===== src/rtl/sext_arbiter.sv =====
// sext_arbiter: shares one 3->8 sign-extension unit between two requesters,
// registering the result and returning it over a per-requester valid/ready channel.
module sext_arbiter #(
   parameter int FIELD_W       = 3,
   parameter int DATA_W        = 8,
   parameter int PRIORITY_MODE = 0
) (
   input  logic               clk,
   input  logic               rst,
   input  logic               req0_valid,
   input  logic [FIELD_W-1:0] req0_field,
   output logic               req0_ready,
   input  logic               req1_valid,
   input  logic [FIELD_W-1:0] req1_field,
   output logic               req1_ready,
   output logic               rsp0_valid,
   input  logic               rsp0_ready,
   output logic               rsp1_valid,
   input  logic               rsp1_ready,
   output logic [DATA_W-1:0]  rsp_data,
   output logic [FIELD_W-1:0] sext_in,
   input  logic [DATA_W-1:0]  sext_out,
   output logic               busy,
   output logic               ext_err
);
   typedef enum logic [1:0] {IDLE, EXT, RESP} state_t;
   state_t state_q, state_d;
   logic rr_ptr_q, rr_ptr_d, owner_q, owner_d, ext_err_q, ext_err_d;
   logic [FIELD_W-1:0] field_q, field_d;
   logic [DATA_W-1:0] rsp_data_q, rsp_data_d;
   logic grant, win, bad;
   always_comb begin
      win = (req0_valid && req1_valid) ? ((PRIORITY_MODE != 0) ? 1'b0 : rr_ptr_q) : !req0_valid;
      grant = (state_q == IDLE) && !rst && (req0_valid || req1_valid);
      bad = (sext_out[DATA_W-1:FIELD_W] != {(DATA_W-FIELD_W){field_q[FIELD_W-1]}}) ||
            (sext_out[FIELD_W-1:0] != field_q);
      state_d = state_q;
      rr_ptr_d = rr_ptr_q;
      owner_d = owner_q;
      field_d = field_q;
      rsp_data_d = rsp_data_q;
      ext_err_d = ext_err_q;
      if (grant) begin
         state_d = EXT;
         field_d = win ? req1_field : req0_field;
         owner_d = win;
         rr_ptr_d = !win;
      end
      if (state_q == EXT) begin
         state_d = RESP;
         rsp_data_d = sext_out;
         ext_err_d = ext_err_q | bad;
      end
      if (state_q == RESP && (owner_q ? rsp1_ready : rsp0_ready)) state_d = IDLE;
   end
   always_ff @(posedge clk) begin
      if (rst) begin
         state_q <= IDLE;
         rr_ptr_q <= 1'b0;
         owner_q <= 1'b0;
         field_q <= '0;
         rsp_data_q <= '0;
         ext_err_q <= 1'b0;
      end else begin
         state_q <= state_d;
         rr_ptr_q <= rr_ptr_d;
         owner_q <= owner_d;
         field_q <= field_d;
         rsp_data_q <= rsp_data_d;
         ext_err_q <= ext_err_d;
      end
   end
   // ready is gated by rst so nothing is acknowledged while reset is held
   assign req0_ready = grant && !win;
   assign req1_ready = grant && win;
   assign rsp0_valid = (state_q == RESP) && !owner_q;
   assign rsp1_valid = (state_q == RESP) && owner_q;
   assign rsp_data = rsp_data_q;
   assign sext_in = field_q;
   assign busy = state_q != IDLE;
   assign ext_err = ext_err_q;
endmodule


===== config.mk =====
export PLATFORM = sky130hd
export DESIGN_NAME = sext_arbiter
export DESIGN_NICKNAME = d
export VERILOG_FILES = /design/src/rtl/sext_arbiter.sv
export SDC_FILE = /design/constraint.sdc
export NUM_CORES = 1
export LEC_CHECK = 0
export CAP_MARGIN = 20
export CORE_MARGIN = 2
export CORE_UTILIZATION = 40
export DETAILED_ROUTE_END_ITERATION = 10
export DONT_BUFFER_PORTS = 1
export GPL_TIMING_DRIVEN = 1
export PLACE_DENSITY_LB_ADDON = 0.2
export SYNTH_ARGS = -nofsm -noshare
export SYNTH_HDL_FRONTEND = slang
export SYNTH_SLANG_ARGS = --single-unit

===== constraint.sdc =====
create_clock -name clk -period 2.01 [get_ports clk]
set_input_delay 0.402 -clock clk [delete_from_list [all_inputs] [get_ports clk]]
set_output_delay 0.402 -clock clk [all_outputs]
set_load 0.02 [all_outputs]

## Word-level counts from Yosys, hierarchy flattened

Index checks and enable logic that the tools add are counted.

- Register bits after elaboration: 16
- Output and inout port bits: 17
- Bits of input ports: 20

- Reductions and logical operators: 19
- Eq/ne operators: 4
- Bitwise logic cells: 1
- Mux-type cells: 5

Operators with widths:

| operator | count |
|---|---|
| $logic_and A1 B1 Y1 | 8 |
| $ne A5 B5 Y1 | 1 |
| $logic_not A1 Y1 | 4 |
| $mux W2 | 2 |
| $reduce_bool A2 Y1 | 2 |
| $mux W3 | 1 |
| $ne A3 B3 Y1 | 1 |
| $reduce_or A3 Y1 | 1 |
| $eq A2 B1 Y1 const B | 1 |
| $eq A2 B2 Y1 const B | 1 |
| $logic_not A2 Y1 | 1 |
| $logic_or A1 B1 Y1 | 2 |
| $mux W1 | 2 |
| $reduce_or A2 Y1 | 1 |
| $or A1 B1 Y1 | 1 |

## Logic depth before layout (Yosys ltp)

- Word-level depth: 5
- Depth in mapped cells: 4
- Mapped depth without buffers: 4

## Worst setup path before layout

Ideal clock, no wire load.

- Path kind: reg-to-output
- Start: reg state_q[1]
- End: out req1_ready
- Arrival: 1375 ps
- Cell stages (with the launch flop): 4
- Path slack: 233 ps
- Data required time: 1608 ps
- Cell sequence: dfxtp_1 -> or2_4 -> or2_4 -> nor3_1

- Cells in the longest elaborated chain, start to end: 4

RTL lines:

| element | line | source |
|---|---|---|
| start: declaration | 27 | `state_t state_q, state_d;` |
| start signal: assignment | 65 | `state_q <= state_d;` |
| $logic_not A2 Y1 | 34 | `grant = (state_q == IDLE) && !rst && (req0_valid \|\| req1_valid);` |
| $logic_and A1 B1 Y1 (2 in a row) | 34 |  |
| $logic_and A1 B1 Y1 | 75 | `assign req1_ready = grant && win;` |
| end: declaration | 15 | `output logic req1_ready,` |

No other way between the ends.

## Worst setup path in the final report

- Start: reg state_q[0]
- End: out req1_ready

The elaborated chain is that of the path after synthesis.

==> results by group <==
Critical path
  • Crit path top cell by count: or2_4
  • CP required: 1.61 ns
  • Critical path arrival: 1.54 ns
  • Buffer and inverter count on the worst path: 1
  • CP max stage delay: 0.35 ns
  • Critical-path maximum fanout: 7
  • Setup crit end kind: primary output
  • RR Startpoint: state_q[0]
  • Cells along the critical path: or2_4 > or2_4 > nor3_1 > buf_4
  • Slowest-stage cell, CP: dfxtp_2
  • Crit start category: flop
  • Setup CP Type: reg -> out
  • First element of the critical path: state_q[0]
  • Delay-heaviest family, CP: simple AND/OR/NAND/NOR gates

Yosys
  • Yosys reg bits: 16
  • Top-count cell post-synth: nand2_1
  • Top cells by area, synth: dfxtp_1, nand2_1, a21oi_1
  • Synthesized area: 717 um2
  • Yosys cell types: 22
  • Most frequent cells after synthesis: nand2_1, dfxtp_1, a21oi_1
  • Gate count after technology mapping: 85
  • Post-synth top area cell: dfxtp_1
  • Post-synthesis sequential area ratio: 0.447
  • Synthesis Warnings: 0
  • Mean post-synth cell area: 8.43 um2
  • Top FF cell, synth: dfxtp_1
  • Ys async rst share: 0
  • Top-area cell type share of the netlist area: 0.447
  • Number of enable flip-flop cells after synthesis: 0
  • Syn Nets: 105

Drt
  • Iteration-0 DRC Markers: 4
  • Routed len/inst: 12.5 um
  • Via density: 5.05
  • Remaining antenna violation count: 0
  • DRC viols: 0
  • WL final: 1410 um
  • DRT Pass-1 Iters: 3
  • DR vias: 571

Timing
  • Slew HR: 0.737
  • Final Hold Vio Count: 0
  • RSZ-0062 raised after global routing: false
  • Tcrit/Tclk final: 0.966
  • Min Tclk post-route: 1.94 ns
  • Hold Slack: 0.168 ns
  • Clk_skew: 0.00427 ns
  • Setup TNS: 0 ns
  • Final setup viols: 0
  • FMAX: 515 MHz
  • Least-Margin Pin Slew: 0.393 ns
  • Max Slew Vio Count: 0

Cells and area
  • Ant. Diodes: 0
  • Net count, final: 109
  • P&R area growth vs syn: 11.3%
  • Fin cells: 113
  • Fraction of layout cells with a size suffix above 1: 0.148

Status
  • Status: finished clean

Place
  • Post-Place Cells: 109
  • Detailed placer's ending HPWL: 1100 um
  • Port Buffers: 0
  • GPL Wtd Cong: 0.621

Power and ir drop
  • Sw Pwr: 220 uW
  • Internal power: 514 uW
  • Clock Power Share: 0.286
  • Sequential share of power: 0.544
  • Sw Ratio: 0.300
  • Power Density: 920 nW/um2
  • Max IR drop VDD: 0.000446 V
  • Total power draw: 735 uW
  • Comb power frac: 0.170
  • Static Leakage: 0.301 nW

Die
  • Initial core utilization: 0.420
  • Die Y: 46.3 um
  • DIE AREA: 2150 um2
  • I/O pin total: 37
  • Row count: 15
  • Die X: 46.3 um
  • Core Area: 1710 um2

Min path
  • HP Start: rst
  • Hold WC Path Type: in -> reg

Global route
  • Initial antenna violation count: 0
  • Gr usage total: 0.140
  • Vias in the first global route: 505
  • First-pass GRT wire length: 2080 um
  • Gr ovfl total: 0
  • Largest net degree at the start of global routing: 19

CTS
  • Clock Latency Late Sink: 0.28 ns
  • Hold_buf cts: 0
  • Total clock buffers created by CTS: 3
  • Post-CTS setup buffers: 0
  • CTS tree: built
  • H-tree Lvls: 1
  • Clk root buf: clkbuf_4
  • Clk sink count: 16
  • Longest Clk Path Bufs: 2
  • CTS clk-pin slew, worst paths: 0.09 ns

Flow run
  • Max Cap Violations: 0
## cells in the final DEF (no fill, tap or decap), drive strengths merged, types with 2 or more instances in the layout
master  count
xor2        2
a211oi      5
dfxtp      16
nand2      20
a21oi      11
buf         3
or2         2
nor2        8
mux2i       4
clkbuf      4
nor3b       2
nor3        3
## final timing paths
check / end / slack [ns] / cells after the start
worst max register to register: rr_ptr_q / 0.83 / 4
worst min-delay path: rsp_data[5] / 0.17 / 1
worst max-delay path: req1_ready / 0.07 / 4
worst min register to register: rr_ptr_q / 0.47 / 2
## registers in the layout, summed over array words and instances, names as in the netlist
signal    flops
state_q       2
ext_err       1
rsp_data      8
rr_ptr_q      1
owner_q       1
sext_in       3
## power by group through the flow
stage,clock network [mW],registers [mW],logic (mW)
global placement,0,0.407,0.123
detailed placement,0,0.408,0.125
finish,0.210,0.400,0.125
global route,0.233,0.406,0.142
CTS,0.217,0.400,0.127
floorplan,0,0.401,0.112
## what timing repair did
action,4_1_cts,5_1_grt
setup endpoints to repair,1,2
pin swaps,0,2
gates resized for setup,1,1
## stage by stage
stage | utilization | cell area (um2) | worst slack, ns
global placement | 0.442 | 754 | 0.313
detailed placement | 0.442 | 754 | 0.303
CTS | 0.467 | 797 | 0.0395
finish | 0.467 | 798 | 0.0674
floorplan | - | 717 | 0.233
global route | 0.467 | 798 | 0.000533
## layer usage
metal | up-vias | track usage | share of wire
li1 | 296 | - | -
met5 | - | 0 | 0
met4 | 0 | 0.0514 | 0.0085
met1 | 248 | 0.153 | 0.41
met3 | 2 | 0.0706 | 0.11
met2 | 25 | 0.231 | 0.47
## cell families after synthesis
| kind of cell | synth area share |
|---|---|
| multiplexers | 0.0558 |
| AND/OR/NAND/NOR | 0.298 |
| AO/OA/AOI/OAI | 0.152 |
| flip-flops | 0.447 |
| XOR/XNOR | 0.0244 |
| buffers and inverters | 0.0227 |
## layout make-up
type | instances | area (um2)
Timing Repair Buffer | 3 | 22.5
Multi-Input combinational cell | 65 | 387
Fill cell | 187 | 910
Tap cell | 25 | 31.3
Sequential cell | 16 | 322
Clock buffer | 4 | 36.3
Note: power is estimated with default switching activity, not from simulation.
